$ cat config.mk
export PLATFORM = sky130hd
export DESIGN_NAME = vend_dispense_sequencer
export DESIGN_NICKNAME = d
export VERILOG_FILES = /design/src/rtl/vend_pkg.sv /design/src/rtl/vend_timer.sv /design/src/rtl/vend_dispense_sequencer.sv
export SDC_FILE = /design/constraint.sdc
export NUM_CORES = 1
export LEC_CHECK = 0
export BUFFER_PORTS_ARGS = -buffer_cell sky130_fd_sc_hd__buf_2
export CAP_MARGIN = 30
export CORE_ASPECT_RATIO = 1.5
export CORE_MARGIN = 10
export CORE_UTILIZATION = 54
export DETAILED_ROUTE_END_ITERATION = 10
export HOLD_SLACK_MARGIN = 0.03
export PLACE_DENSITY = 0.78
export SLEW_MARGIN = 0
export SYNTH_ARGS = -nofsm -noshare
export SYNTH_HDL_FRONTEND = slang
export SYNTH_HIERARCHICAL = 1
export SYNTH_SLANG_ARGS = --single-unit
export TNS_END_PERCENT = 50
$ cat constraint.sdc
create_clock -name clk -period 4 [get_ports clk]
set_clock_uncertainty 0.1 [all_clocks]
set_input_delay 0.4 -clock clk [delete_from_list [all_inputs] [get_ports clk]]
set_output_delay 0.4 -clock clk [all_outputs]
set_load 0.01 [all_outputs]
$ cat src/rtl/vend_pkg.sv
// Shared types and defaults for the vend dispense sequencer.
package vend_pkg;

  typedef enum logic [2:0] {
    ST_IDLE,
    ST_MOTOR,
    ST_WAIT_DROP,
    ST_DONE,
    ST_FAIL
  } vend_state_e;

  localparam int DEF_MOTOR_CYCLES = 16;
  localparam int DEF_DROP_TIMEOUT = 64;
  localparam int DEF_MAX_RETRY    = 2;
  localparam int MAX_SLOTS        = 32;

  function automatic logic [MAX_SLOTS-1:0] onehot_dec(input logic [4:0] idx);
    return {{(MAX_SLOTS-1){1'b0}}, 1'b1} << idx;
  endfunction

endpackage

$ cat src/rtl/vend_timer.sv
// Loadable down-counter; expired is high while the count sits at zero.
module vend_timer #(
  parameter int CNT_W = 8
) (
  input  logic             clk,
  input  logic             rstn,
  input  logic             load,
  input  logic [CNT_W-1:0] load_val,
  input  logic             en,
  output logic             expired
);

  logic [CNT_W-1:0] count_q;

  always_ff @(posedge clk or negedge rstn) begin
    if (!rstn) begin
      count_q <= '0;
    end else if (load) begin
      count_q <= load_val;
    end else if (en && (count_q != '0)) begin
      count_q <= count_q - 1'b1;
    end
  end

  assign expired = (count_q == '0);

endmodule

$ cat src/rtl/vend_dispense_sequencer.sv
// Dispense sequencer: pulses one slot motor, watches the drop sensor,
// retries on a missed drop and reports done or fail+refund.
//
// state     | meaning
// IDLE      | waiting for a request (ready unless cfg_mode)
// MOTOR     | driving the latched slot motor
// WAIT_DROP | motor off, waiting for the drop sensor
// DONE      | one-cycle vend_done pulse
// FAIL      | one-cycle vend_fail + refund_req pulse
module vend_dispense_sequencer
  import vend_pkg::*;
#(
  parameter int NUM_SLOTS    = 8,
  parameter int SLOT_W       = 3,
  parameter int MOTOR_CYCLES = DEF_MOTOR_CYCLES,
  parameter int DROP_TIMEOUT = DEF_DROP_TIMEOUT,
  parameter int MAX_RETRY    = DEF_MAX_RETRY,
  parameter int CNT_W        = 8
) (
  input  logic                 clk,
  input  logic                 rstn,
  input  logic                 cfg_mode,
  input  logic                 req_valid,
  input  logic [SLOT_W-1:0]    req_slot,
  output logic                 req_ready,
  output logic [NUM_SLOTS-1:0] motor_en,
  input  logic                 drop_sensor,
  output logic                 vend_done,
  output logic                 vend_fail,
  output logic                 refund_req,
  output logic                 busy
);

  localparam int RETRY_W = (MAX_RETRY > 0) ? $clog2(MAX_RETRY + 1) : 1;
  localparam logic [CNT_W-1:0] MOTOR_LOAD = CNT_W'(MOTOR_CYCLES - 1);
  localparam logic [CNT_W-1:0] DROP_LOAD  = CNT_W'(DROP_TIMEOUT - 1);

  vend_state_e        state_q, state_d;
  logic [SLOT_W-1:0]  slot_q;
  logic [RETRY_W-1:0] retry_q;

  logic             tmr_load;
  logic [CNT_W-1:0] tmr_val;
  logic             tmr_en;
  logic             tmr_expired;
  logic             slot_ld;
  logic             retry_clr;
  logic             retry_inc;
  logic             handshake;
  logic             slot_ok;

  vend_timer #(.CNT_W(CNT_W)) u_timer (
    .clk      (clk),
    .rstn     (rstn),
    .load     (tmr_load),
    .load_val (tmr_val),
    .en       (tmr_en),
    .expired  (tmr_expired)
  );

  assign handshake = req_valid && req_ready;
  assign slot_ok   = ({1'b0, req_slot} < (SLOT_W+1)'(NUM_SLOTS));
  assign tmr_en    = (state_q == ST_MOTOR) || (state_q == ST_WAIT_DROP);

  always_ff @(posedge clk or negedge rstn) begin
    if (!rstn) begin
      state_q <= ST_IDLE;
      slot_q  <= '0;
      retry_q <= '0;
    end else begin
      state_q <= state_d;
      if (slot_ld) slot_q <= req_slot;
      if (retry_clr) begin
        retry_q <= '0;
      end else if (retry_inc) begin
        retry_q <= retry_q + 1'b1;
      end
    end
  end

  always_comb begin
    state_d   = state_q;
    tmr_load  = 1'b0;
    tmr_val   = MOTOR_LOAD;
    slot_ld   = 1'b0;
    retry_clr = 1'b0;
    retry_inc = 1'b0;
    case (state_q)
      ST_IDLE: begin
        if (handshake) begin
          slot_ld   = 1'b1;
          retry_clr = 1'b1;
          tmr_load  = 1'b1;
          state_d   = slot_ok ? ST_MOTOR : ST_FAIL;
        end
      end
      ST_MOTOR: begin
        if (cfg_mode) begin
          state_d = ST_FAIL;
        end else if (drop_sensor) begin
          state_d = ST_DONE;
        end else if (tmr_expired) begin
          state_d  = ST_WAIT_DROP;
          tmr_load = 1'b1;
          tmr_val  = DROP_LOAD;
        end
      end
      ST_WAIT_DROP: begin
        // abort beats drop, and drop beats a coincident timeout
        if (cfg_mode) begin
          state_d = ST_FAIL;
        end else if (drop_sensor) begin
          state_d = ST_DONE;
        end else if (tmr_expired) begin
          if (retry_q < RETRY_W'(MAX_RETRY)) begin
            retry_inc = 1'b1;
            tmr_load  = 1'b1;
            state_d   = ST_MOTOR;
          end else begin
            state_d = ST_FAIL;
          end
        end
      end
      ST_DONE: state_d = ST_IDLE;
      ST_FAIL: state_d = ST_IDLE;
      default: state_d = ST_IDLE;
    endcase
  end

  logic [NUM_SLOTS-1:0] motor_dec;
  assign motor_dec = NUM_SLOTS'(onehot_dec(5'(slot_q)));

  assign req_ready  = (state_q == ST_IDLE) && !cfg_mode;
  assign motor_en   = (state_q == ST_MOTOR) ? motor_dec : '0;
  assign vend_done  = (state_q == ST_DONE);
  assign vend_fail  = (state_q == ST_FAIL);
  assign refund_req = (state_q == ST_FAIL);
  assign busy       = (state_q != ST_IDLE);

endmodule

==> impl_results.md, run 1 <==
- Number of buffer cells added on primary ports: 20
- Final Cycle Share: 0.818
- MaxCap Viol Count: 0
- Clock Path Buffers: 2
- IR Drop Worst-Case VDD: ~0.37 mV
- Clock input transition at the sequential cells of the worst setup and hold paths: roughly 0.10 ns
- Number of top-level design ports: 21
- Hold Path Sink: slot_q[1]
- Critical path start-end classification: flip-flop to flip-flop
- HPWL after detailed placement: approximately 2100 µm
- Pin count of the biggest net entering global routing: 17
- Most used flip-flop cell after synthesis: sky130_fd_sc_hd__dfrtp_1
- Area growth from synthesis to layout: 12.2%
- GRT overflow: 0
- Die X: 57.7 µm
- Pre-CTS worst setup slack: slightly below 0.8 ns
- CTS tree: built
- Run status: completed
- Power density over the cells: approximately 670 nW/µm²
- Avg Cell Area, Syn: 8.71 µm²
- Cell with the most instances after synthesis: sky130_fd_sc_hd__nor2_1
- Multi-input gate area: about 700 µm²
- Global-route track usage on met2: 0.225
- Full die area: around 4400 µm²
- Total via count after detailed routing: 1047
- Required time at the endpoint of the critical path: 4.08 ns
- Startpoint of the lowest-slack hold path: req_slot[1]
- Leakage power: 0.000577 µW
- Sequential cell area: 400 µm²
- Number of hold buffers added after CTS: 1
- Number of placed instances with taps included: about 170
- Setup slack, reg-to-reg: a little over 0.7 ns
- Cell variety after synth: 48
- Number of remaining DRC errors: 0
- Layout Cell Area excl Fill: about 1300 µm²
- Initial cell density of the core: 0.567
- Number of search-and-repair iterations in the first detailed-routing pass: 4
- Worst Hold Slack: about 0.24 ns
- Kind of capture point of the worst setup path: flip-flop
- GR met1 Demand/Resource: 0.115
- Num CTS Buffers: 3
- Wire length of the first global-routing pass: about 4500 µm
- Biggest fanout along the worst timing path: 14
- Highest-utilization routing layer at the global route stage: met2
- Final antenna-violating net count: 0
- Library cell used as clock root buffer: sky130_fd_sc_hd__clkbuf_4
- Seq/Total Area, Yosys: 0.348
- Slew Limit Headroom: 0.509
- Clock insertion delay at the later pin of the skew report: about 0.29 ns
- Register-to-Register Path Depth: 12
- YS warnings: 6
- Sinks on Clock Net: 16
- Cell count of the worst hold path: 2
- # nets final: around 170
- Via/cell ratio: approximately 5.9
- Unrepaired setup endpoints after global routing: false
- Number of pins exceeding their max-slew limit in the final report: 0
- All-layer global routing usage: 0.119
- Share of flip-flops with an asynchronous set or reset after synthesis: 1.00
- Antenna diode count: 0
- Least-Margin Pin Slew: 0.730 ns
- Share of layout cells above drive strength 1: 0.227
- Number of buffers added for setup after CTS: 0
- Endpoints failing setup: 0
- CTS H-tree depth: 1
- Kind of path behind the tightest hold check: input pin to flip-flop
- Resized Gates After CTS: 0
- Category of the worst setup path launch point: flip-flop
- DRC violation total after the first TritonRoute iteration: 31
- Synthesis-stage register bit count: 16
- Die Ht: approximately 77 µm
- Core outline area: ~2000 µm²
- Post-route setup TNS: 0 ns
- Startpoint of the most critical register-to-register path: u_timer/count_q[0]
- Cell Count, Final, Fillers Out: between 150 and 200
- EDFF count, synth: 0
- Wirelength, routed: ~2700 µm
- Share of the synthesized area in the top cell type: 0.348
- Average wire per standard cell: between 15 and 20 µm
- Routability cong.: 0.855
- List of most frequent post-synthesis cells: 18 x sky130_fd_sc_hd__nor2_1, 16 x sky130_fd_sc_hd__dfrtp_1, 8 x sky130_fd_sc_hd__nor3_1
- Arrival time at the worst endpoint: 3.35 ns
- Number of antenna violations at the first check in global routing: 0
- Number of global-route vias before repair: 1056
- Cell type with the largest total area after synthesis: sky130_fd_sc_hd__dfrtp_1
- Final critical-path required period: 3.27 ns
- Number of cells produced by synthesis: ~130
- Endpoints failing hold: 0
- Fill cell instance count of the final layout: roughly 180
- Row count: 20
- Final setup slack of the worst path: 0.727 ns
- Highest clock rate: 306 MHz
- Netlist Area Pre-Place: roughly 1100 µm²
- Cell types with the largest area share after synthesis: sky130_fd_sc_hd__dfrtp_1 35%, sky130_fd_sc_hd__nor2_1 5.9%, sky130_fd_sc_hd__mux2_4 3.9%
- Global-route met3 utilization: 0.0317
- Worst R2R End: u_timer/count_q[7]
- Area of placed instances: between 1000 and 1500 µm²
kinds of logic (layout without fill, tap and decap cells):
logic type      count (synthesis)  count (layout)  share of synthesized area
compound gates                 27              27                      0.171
buf+inv                        14              32                     0.0685
xor+xnor                        2               2                     0.0152
mux                             4               4                     0.0490
fa+ha+maj                       2               2                     0.0218
simple gates                   65              65                      0.320
other cells                     2               6                    0.00653
flops                          16              16                      0.348
worst max-delay path, stage by stage (launching register included):
cell and delay, ns:
sky130_fd_sc_hd__dfrtp_1 0.41, sky130_fd_sc_hd__inv_1 0.11, sky130_fd_sc_hd__ha_1 0.21, sky130_fd_sc_hd__or3b_2 0.48
sky130_fd_sc_hd__nor2_1 0.28, sky130_fd_sc_hd__nand2b_1 0.19, sky130_fd_sc_hd__nor4_1 0.28, sky130_fd_sc_hd__a21oi_1 0.07
sky130_fd_sc_hd__nor2_1 0.09, sky130_fd_sc_hd__buf_4 0.20, sky130_fd_sc_hd__clkinv_1 0.26, sky130_fd_sc_hd__o311a_1 0.21
sky130_fd_sc_hd__a221o_1 0.25
final cells by class:
type | instances | area share
multi-input cells | 106 | 0.532
inverters | 6 | 0.0175
clock buffers | 4 | 0.0281
well taps | 22 | 0.0213
flip-flops and latches | 16 | 0.310
repair buffers | 22 | 0.0912
flip-flops by register name, summed over array words and instances, names as in the netlist:
register         count
u_timer/count_q      8
slot_q               3
state_q              3
retry_q              2
cells in the final DEF (no fill, tap or decap), types with 2 or more instances in the layout:
master / count
sky130_fd_sc_hd__buf_2: 20
sky130_fd_sc_hd__nor2_1: 18
sky130_fd_sc_hd__dfrtp_1: 16
sky130_fd_sc_hd__nor3_1: 8
sky130_fd_sc_hd__a21oi_1: 7
sky130_fd_sc_hd__nand2_1: 6
sky130_fd_sc_hd__conb_1: 6
sky130_fd_sc_hd__nand2b_1: 5
sky130_fd_sc_hd__inv_1: 5
sky130_fd_sc_hd__nor3b_1: 4
sky130_fd_sc_hd__nor4_1: 3
sky130_fd_sc_hd__nand3_1: 3
sky130_fd_sc_hd__o21ai_0: 3
sky130_fd_sc_hd__mux2_4: 3
sky130_fd_sc_hd__clkbuf_4: 3
sky130_fd_sc_hd__or4_1: 3
sky130_fd_sc_hd__or3_1: 2
sky130_fd_sc_hd__or2b_1: 2
sky130_fd_sc_hd__nor2b_1: 2
sky130_fd_sc_hd__a211o_1: 2
sky130_fd_sc_hd__xnor2_1: 2
sky130_fd_sc_hd__nand4_1: 2
sky130_fd_sc_hd__a31oi_1: 2
sky130_fd_sc_hd__a221o_1: 2
sky130_fd_sc_hd__ha_1: 2
per-layer routing:
| metal | wire [µm] | up-vias |
|---|---|---|
| li1 | - | 516 |
| met1 | 1030 | 493 |
| met2 | 1470 | 32 |
| met3 | 168 | 6 |
| met4 | 36 | 0 |
| met5 | 0 | - |
per-stage QoR:
| step | total power (µW) | util |
|---|---|---|
| 5_1_grt | 939 | 0.636 |
| 3_3_place_gp | 740 | 0.614 |
| 3_5_place_dp | 757 | 0.614 |
| 4_1_cts | 868 | 0.636 |
| 6_report | 868 | 0.636 |
| 2_1_floorplan | 659 | - |
power by group:
part	internal (µW)	switching [µW]	total, µW
Sequential	226	94.0	320
Clock	55.4	53.2	109
Combinational	204	236	440
how the worst max path moves through the flow:
stage                                  start  cells after the start  slack (ns)            endpoint
after global routing      u_timer/count_q[0]                     12        0.53  u_timer/count_q[7]
after global placement    u_timer/count_q[1]                     12        0.91  u_timer/count_q[7]
after floorplan           u_timer/count_q[0]                     11        1.13  u_timer/count_q[7]
final                     u_timer/count_q[0]                     12        0.73  u_timer/count_q[7]
after CTS                 u_timer/count_q[0]                     12        0.76  u_timer/count_q[7]
after detailed placement  u_timer/count_q[0]                     12        0.80  u_timer/count_q[7]
Power figures use the tool's default switching activity.
==> run 2, diff against run 1 <==
--- a/config.mk
+++ b/config.mk
@@ -9,10 +9,10 @@
 export CAP_MARGIN = 30
 export CORE_ASPECT_RATIO = 1.5
 export CORE_MARGIN = 10
-export CORE_UTILIZATION = 54
+export CORE_UTILIZATION = 49
 export DETAILED_ROUTE_END_ITERATION = 10
 export HOLD_SLACK_MARGIN = 0.03
-export PLACE_DENSITY = 0.78
+export PLACE_DENSITY = 0.74
 export SLEW_MARGIN = 0
 export SYNTH_ARGS = -nofsm -noshare
 export SYNTH_HDL_FRONTEND = slang
==> constraint.sdc (replaced) <==
create_clock -name clk -period 2.78 [get_ports clk]
set_clock_uncertainty 0.1 [all_clocks]
set_input_delay 0.278 -clock clk [delete_from_list [all_inputs] [get_ports clk]]
set_output_delay 0.278 -clock clk [all_outputs]
set_load 0.01 [all_outputs]
==> run 2 against run 1 <==
Clock power grew 18%. Worst hold slack lost 0.13 ns. Non-clock buffer count up 12. Global-route usage increased by 1.2 points. Critical path depth down 1. Sequential share of layout area decreased by 2.8 points. Utilization down 0.11 points. Worst setup slack got worse by 0.62 ns. Sequential cell count did not move. Largest cell class unchanged. Largest power group unchanged. Maximum frequency grew 22%. Die area is 7.0% higher. Power up 56%.
==> impl_results.md, run 2 (synthesized netlist as in run 1, its figures left out) <==
- Number of remaining DRC errors: 0 (unchanged)
- Unrepaired setup endpoints after global routing: true
- Most used cells in the layout excluding fill and tap cells: 20 x sky130_fd_sc_hd__buf_2, 16 x sky130_fd_sc_hd__nor2_1, 16 x sky130_fd_sc_hd__dfrtp_1, 11 x sky130_fd_sc_hd__buf_4, 8 x sky130_fd_sc_hd__nor3_1
- Total via count after detailed routing: 1141 (+9.0%)
- Met1 wire length: 1100 µm (+7.2%)
- DRC violation total after the first TritonRoute iteration: 47 (+52%)
- Number of placed instances with taps included: 178 (+4.1%)
- Wirelength, routed: 2990 µm (+10%)
- Routability cong.: 0.891 (+4.3%)
- Area growth from synthesis to layout: 23.4%
- Final setup slack of the worst path: 0.106 ns (-0.621 ns)
- Die X: 59.6 µm (+3.3%)
- Clock Path Buffers: 2 (unchanged)
- Area of placed instances: 1290 µm² (+4.0%)
- GRT overflow: 0 (unchanged)
- Slew Limit Headroom: 0.534 (+0.0251)
- Number of top-level design ports: 21 (unchanged)
- Layout Cell Area excl Fill: 1420 µm² (+10%)
- Registers with the most flip-flops: u_timer/count_q (8), slot_q (3), state_q (3)
- Average wire per standard cell: 15.9 µm (+3.4%)
- Clock input transition at the sequential cells of the worst setup and hold paths: 0.10 ns (about the same)
- Category of the worst setup path launch point: flip-flop
- Full die area: 4720 µm² (+7.0%)
- Highest clock rate: 374 MHz (+22%)
- Pin count of the biggest net entering global routing: 17 (unchanged)
- Core outline area: 2230 µm² (+10%)
- Number of pins exceeding their max-slew limit in the final report: 0 (unchanged)
- Number of global-route vias before repair: 1133 (+7.3%)
- Critical path start-end classification: flip-flop to flip-flop
- Post-layout power: 1350 µW (+56%)
- Num CTS Buffers: 3 (unchanged)
- Die Ht: 79.3 µm (+3.7%)
- Least-Margin Pin Slew: 0.693 ns (-0.0373 ns)
- Endpoints failing setup: 0 (unchanged)
- Kind of path behind the tightest hold check: input pin to flip-flop
- Final Cycle Share: 0.962 (+0.144)
- Final critical-path required period: 2.67 ns (-0.599 ns)
- Top register by number of flip-flops: u_timer/count_q
- Biggest fanout along the worst timing path: 7 (-7)
- Row count: 21 (+5.0%)
- Cell Count, Final, Fillers Out: 188 (+6.8%)
- Arrival time at the worst endpoint: 2.76 ns (-0.59 ns)
- CTS tree: built
- # nets final: 177 (+7.3%)
- Pre-CTS worst setup slack: -0.0361 ns (-0.832 ns)
- Run status: completed
- Sinks on Clock Net: 16 (unchanged)
- Number of search-and-repair iterations in the first detailed-routing pass: 6 (+2)
- Highest signal layer in the routed design: met4
- Routed wire length on met2: 1510 µm (+2.6%)
- Clock insertion delay at the later pin of the skew report: 0.30 ns (about the same)
- Share of layout cells above drive strength 1: 0.327 (+0.100)
- MaxCap Viol Count: 0 (unchanged)
- Endpoints failing hold: 0 (unchanged)
- Most common library cell in the layout ignoring fill and taps: sky130_fd_sc_hd__buf_2
- Final antenna-violating net count: 0 (unchanged)
- HPWL after detailed placement: 2190 µm (+4.3%)
- Initial cell density of the core: 0.515 (-0.0524)
- Number of flip-flops under the largest register name: 8 (unchanged)
- CTS H-tree depth: 1 (unchanged)
- IR Drop Worst-Case VDD: 0.493 mV (+32%)
- All-layer global routing usage: 0.131 (+0.0118)
- Final core utilization: 0.635 (-0.00113)
- Power density over the cells: 952 nW/µm² (+41%)
- Number of antenna violations at the first check in global routing: 0 (unchanged)
- Antenna diode count: 0 (unchanged)
- Fill cell instance count of the final layout: 197 (+7.1%)
- Routed length on met3: 290 µm (+73%)
- Required time at the endpoint of the critical path: 2.86 ns (-1.22 ns)
- Number of buffer cells added on primary ports: 20 (unchanged)
- Via/cell ratio: 6.07 (+2.0%)
- Kind of capture point of the worst setup path: flip-flop
- Library cell used as clock root buffer: sky130_fd_sc_hd__clkbuf_4
- Wire length of the first global-routing pass: 5030 µm (+12%)
- Leakage power: 0.000635 µW (+10%)
-- run 2: changes by cell type in the layout (fill, tap and decap cells not counted), sizes merged --
cell | before | now
clkbuf | 4 | 3
buf | 21 | 33
-- run 2: power by group --
part	switching, µW	internal (µW)
registers	128	325
logic	389	380
clock network	78.5	50.5
-- run 2: worst paths after layout --
check | startpoint | to | depth (start not counted) | slack (ns)
setup / recovery | u_timer/count_q[0] | u_timer/count_q[5] | 11 | 0.11
hold / removal | req_slot[2] | slot_q[2] | 2 | 0.11
setup reg to reg | u_timer/count_q[0] | u_timer/count_q[5] | 11 | 0.11
hold reg to reg | slot_q[2] | slot_q[2] | 1 | 0.45
max in group asynchronous | rstn | retry_q[0] | 2 | 1.98
min in group asynchronous | rstn | slot_q[2] | 2 | 0.32
-- run 2: area by class of cell --
class | count | area (µm²) | area share
well taps | 23 | 28.8 | 0.0203
multi-input cells | 106 | 719 | 0.507
clock buffers | 3 | 22.5 | 0.0159
repair buffers | 34 | 224 | 0.158
flip-flops and latches | 16 | 400 | 0.282
inverters | 6 | 23.8 | 0.0168
-- run 2: critical path, stage by stage (launching register included) --
cell and delay, ns:
sky130_fd_sc_hd__dfrtp_1 0.41, sky130_fd_sc_hd__inv_1 0.11, sky130_fd_sc_hd__ha_2 0.21, sky130_fd_sc_hd__or3b_4 0.41, sky130_fd_sc_hd__nor2_4 0.15, sky130_fd_sc_hd__nand2b_1 0.10, sky130_fd_sc_hd__nor4_2 0.28, sky130_fd_sc_hd__a21oi_2 0.06
sky130_fd_sc_hd__nor2_2 0.17, sky130_fd_sc_hd__buf_6 0.16, sky130_fd_sc_hd__nor3_1 0.06, sky130_fd_sc_hd__a221o_1 0.34
-- run 2: per-stage QoR --
step / TNS, ns / hold WS (ns)
finish: 0 / 0.110
global route: -0.0829 / 0.104
CTS: 0 / 0.113
detailed placement: -0.0632 / 0.127
global placement: 0 / 0.123
floorplan: 0 / -0.118
-- run 2: repair_timing --
item	in CTS	in global routing
hold endpoints to repair	16	0
setup buffers	3	3
pin swaps	0	2
hold buffers	1	0
resized for setup	1	8
setup endpoints to repair	2	8
-- run 2: metal layers --
layer / up-vias / global-route usage
met3: 11 / 0.0478
met5: - / 0
li1: 544 / -
met4: 0 / 0.0721
met1: 534 / 0.130
met2: 52 / 0.224
==> run 3, diff against run 2 <==
--- a/config.mk
+++ b/config.mk
@@ -8,11 +8,12 @@
 export BUFFER_PORTS_ARGS = -buffer_cell sky130_fd_sc_hd__buf_2
 export CAP_MARGIN = 30
 export CORE_ASPECT_RATIO = 1.5
-export CORE_MARGIN = 10
-export CORE_UTILIZATION = 49
+export CORE_MARGIN = 4
+export CORE_UTILIZATION = 51
+export CTS_BUF_LIST = sky130_fd_sc_hd__clkbuf_4 sky130_fd_sc_hd__clkbuf_8
 export DETAILED_ROUTE_END_ITERATION = 10
 export HOLD_SLACK_MARGIN = 0.03
-export PLACE_DENSITY = 0.74
+export PLACE_DENSITY = 0.77
 export SLEW_MARGIN = 0
 export SYNTH_ARGS = -nofsm -noshare
 export SYNTH_HDL_FRONTEND = slang
==> run 3 against run 2 <==
Highest routed layer unchanged. Power down 1.1%. Maximum frequency shrank 0.31%. Die area fell by 35%. Combinational power shrank 7.4%. Worst setup slack lost 0.0082 ns. Sequential cell count is the same. Largest power group unchanged.
==> impl_results.md, run 3 (synthesized netlist as in run 1, its figures left out) <==
- Slew Limit Headroom: 0.522 (-0.0116)
- Number of antenna violations at the first check in global routing: 0 (unchanged)
- Number of top-level design ports: 21 (unchanged)
- Core outline area: 2080 µm² (-7.0%)
- IR Drop Worst-Case VDD: 0.459 mV (-6.9%)
- Wirelength, routed: 2790 µm (-6.6%)
- Number of flip-flops under the largest register name: 8 (unchanged)
- Startpoint of the lowest-slack hold path: req_slot[2]
- Reported net switching power: 583 µW (-2.1%)
- Endpoints failing hold: 0 (unchanged)
- Area of placed instances: 1290 µm² (about the same)
- Sinks on Clock Net: 16 (unchanged)
- Post-layout power: 1340 µW (-1.1%)
- CTS tree: built
- MaxCap Viol Count: 0 (unchanged)
- Combinational share of power: 0.533 (-0.036)
- Number of placed instances with taps included: 177 (-0.56%)
- HPWL after detailed placement: 2100 µm (-4.2%)
- Cell Count, Final, Fillers Out: 184 (-2.1%)
- Row count: 20 (-4.8%)
- Top register by number of flip-flops: u_timer/count_q
- Full die area: 3090 µm² (-35%)
- Die X: 46.8 µm (-21%)
- Kind of path behind the tightest hold check: input pin to flip-flop
- Number of remaining DRC errors: 0 (unchanged)
- Share of layout cells above drive strength 1: 0.302 (-0.0248)
- Proportion of total power due to net switching: 0.436 (-0.00457)
- Worst setup path startpoint: u_timer/count_q[0]
- All-layer global routing usage: 0.202 (+0.0714)
- Clock Path Buffers: 2 (unchanged)
- Most common library cell in the layout ignoring fill and taps: sky130_fd_sc_hd__buf_2
- Wire length of the first global-routing pass: 4580 µm (-8.9%)
- Startpoint of the most critical register-to-register path: u_timer/count_q[0]
- DRC violation total after the first TritonRoute iteration: 40 (-15%)
- Arrival time at the worst endpoint: 2.80 ns (+0.04 ns)
- Total via count after detailed routing: 1121 (-1.8%)
- Run status: completed
- Kind of capture point of the worst setup path: flip-flop
- Initial cell density of the core: 0.554 (+0.0388)
- Routability cong.: 0.957 (+7.4%)
- Fill cell instance count of the final layout: 172 (-13%)
- Number of pins exceeding their max-slew limit in the final report: 0 (unchanged)
- GRT overflow: 0 (unchanged)
- Final antenna-violating net count: 0 (unchanged)
- Post-route setup TNS: 0 ns (unchanged)
- Registers with the most flip-flops: u_timer/count_q (8), slot_q (3), state_q (3)
- Most used cells in the layout excluding fill and tap cells: 20 x sky130_fd_sc_hd__buf_2, 16 x sky130_fd_sc_hd__nor2_1, 16 x sky130_fd_sc_hd__dfrtp_1, 8 x sky130_fd_sc_hd__nor3_1, 8 x sky130_fd_sc_hd__buf_4
- Final core utilization: 0.664 (+0.0286)
- Leakage power: 0.000616 µW (-2.9%)
- # nets final: 173 (-2.3%)
- Endpoints failing setup: 0 (unchanged)
- Num CTS Buffers: 3 (unchanged)
- Final critical-path required period: 2.68 ns (+0.00820 ns)
- Pin count of the biggest net entering global routing: 17 (unchanged)
- Number of global-route vias before repair: 1058 (-6.6%)
- Via/cell ratio: 6.09 (+0.38%)
- Final Cycle Share: 0.965 (+0.00295)
- Clock insertion delay at the later pin of the skew report: 0.30 ns (about the same)
- Highest clock rate: 373 MHz (-0.31%)
- Library cell used as clock root buffer: sky130_fd_sc_hd__clkbuf_4
- Antenna diode count: 0 (unchanged)
- Number of search-and-repair iterations in the first detailed-routing pass: 4 (-2)
- Clock input transition at the sequential cells of the worst setup and hold paths: 0.09 ns (about the same)
- Required time at the endpoint of the critical path: 2.90 ns (+0.04 ns)
- Category of the worst setup path launch point: flip-flop
- Register share of total power: 0.347 (+0.012)
- Average wire per standard cell: 15.2 µm (-4.5%)
- Cell internal power dissipation: 753 µW (-0.31%)
- Number of buffer cells added on primary ports: 20 (unchanged)
- Fraction of power consumed by the clock network: 0.120 (+0.025)
- Biggest fanout along the worst timing path: 4 (-3)
- Power density over the cells: 969 nW/µm² (+1.8%)
- CTS H-tree depth: 1 (unchanged)
- Least-Margin Pin Slew: 0.710 ns (+0.0173 ns)
- Layout Cell Area excl Fill: 1380 µm² (-2.8%)
- Critical path start-end classification: flip-flop to flip-flop
- Die Ht: 66.2 µm (-17%)
- Area growth from synthesis to layout: 19.9%
run 3: layout make-up:
class                   instances  area [µm²]  area share
multi-input cells             106         709       0.515
flip-flops and latches         16         400       0.290
repair buffers                 30         181       0.132
clock buffers                   4        36.3      0.0263
well taps                      22        27.5      0.0200
inverters                       6        23.8      0.0172
run 3: layer usage:
| layer | vias up | share of wire | GRT usage |
|---|---|---|---|
| li1 | 535 | - | - |
| met1 | 539 | 0.38 | 0.224 |
| met2 | 36 | 0.54 | 0.361 |
| met3 | 11 | 0.051 | 0.0245 |
| met4 | 0 | 0.030 | 0.0934 |
| met5 | - | 0 | 0 |
run 3: final timing paths:
path	end	slack, ns	cells past startpoint
max in group asynchronous	u_timer/count_q[7]	2.00	2
worst max register to register	u_timer/count_q[3]	0.1	11
worst max-delay path	u_timer/count_q[3]	0.1	11
worst min-delay path	slot_q[2]	0.10	2
min in group asynchronous	slot_q[1]	0.31	2
worst min register to register	slot_q[2]	0.44	1
run 3: through the flow:
step	hold slack, ns	setup slack [ns]
final	0.102	0.0973
after global routing	0.0910	-0.0650
after floorplan	-0.118	0.0488
after global placement	0.110	0.142
after CTS	0.0985	0.0288
after detailed placement	0.115	0.0391
run 3: timing repair:
| action | CTS | global route |
|---|---|---|
| hold buffers | 1 | 0 |
| hold endpoints to repair | 16 | 0 |
| endpoints found under the setup margin | 0 | 8 |
| setup buffers | 0 | 2 |
| gates resized for setup | 0 | 7 |
run 3: critical path, stage by stage (launching register included):
cell	delay, ns
sky130_fd_sc_hd__dfrtp_1	0.38
sky130_fd_sc_hd__inv_1	0.09
sky130_fd_sc_hd__ha_2	0.20
sky130_fd_sc_hd__or3b_4	0.25
sky130_fd_sc_hd__nor2_4	0.04
sky130_fd_sc_hd__nor2b_2	0.15
sky130_fd_sc_hd__mux2_2	0.26
sky130_fd_sc_hd__a21oi_1	0.20
sky130_fd_sc_hd__nor2_2	0.10
sky130_fd_sc_hd__buf_4	0.16
sky130_fd_sc_hd__or4_1	0.46
sky130_fd_sc_hd__o221ai_1	0.20
run 3: power groups by stage:
stage                     clock [µW]  sequential [µW]  combinational [µW]
after floorplan                    0              401                 551
final                            160              464                 712
after CTS                        163              458                 669
after global routing             173              487                 795
after detailed placement           0              462                 666
after global placement             0              455                 640
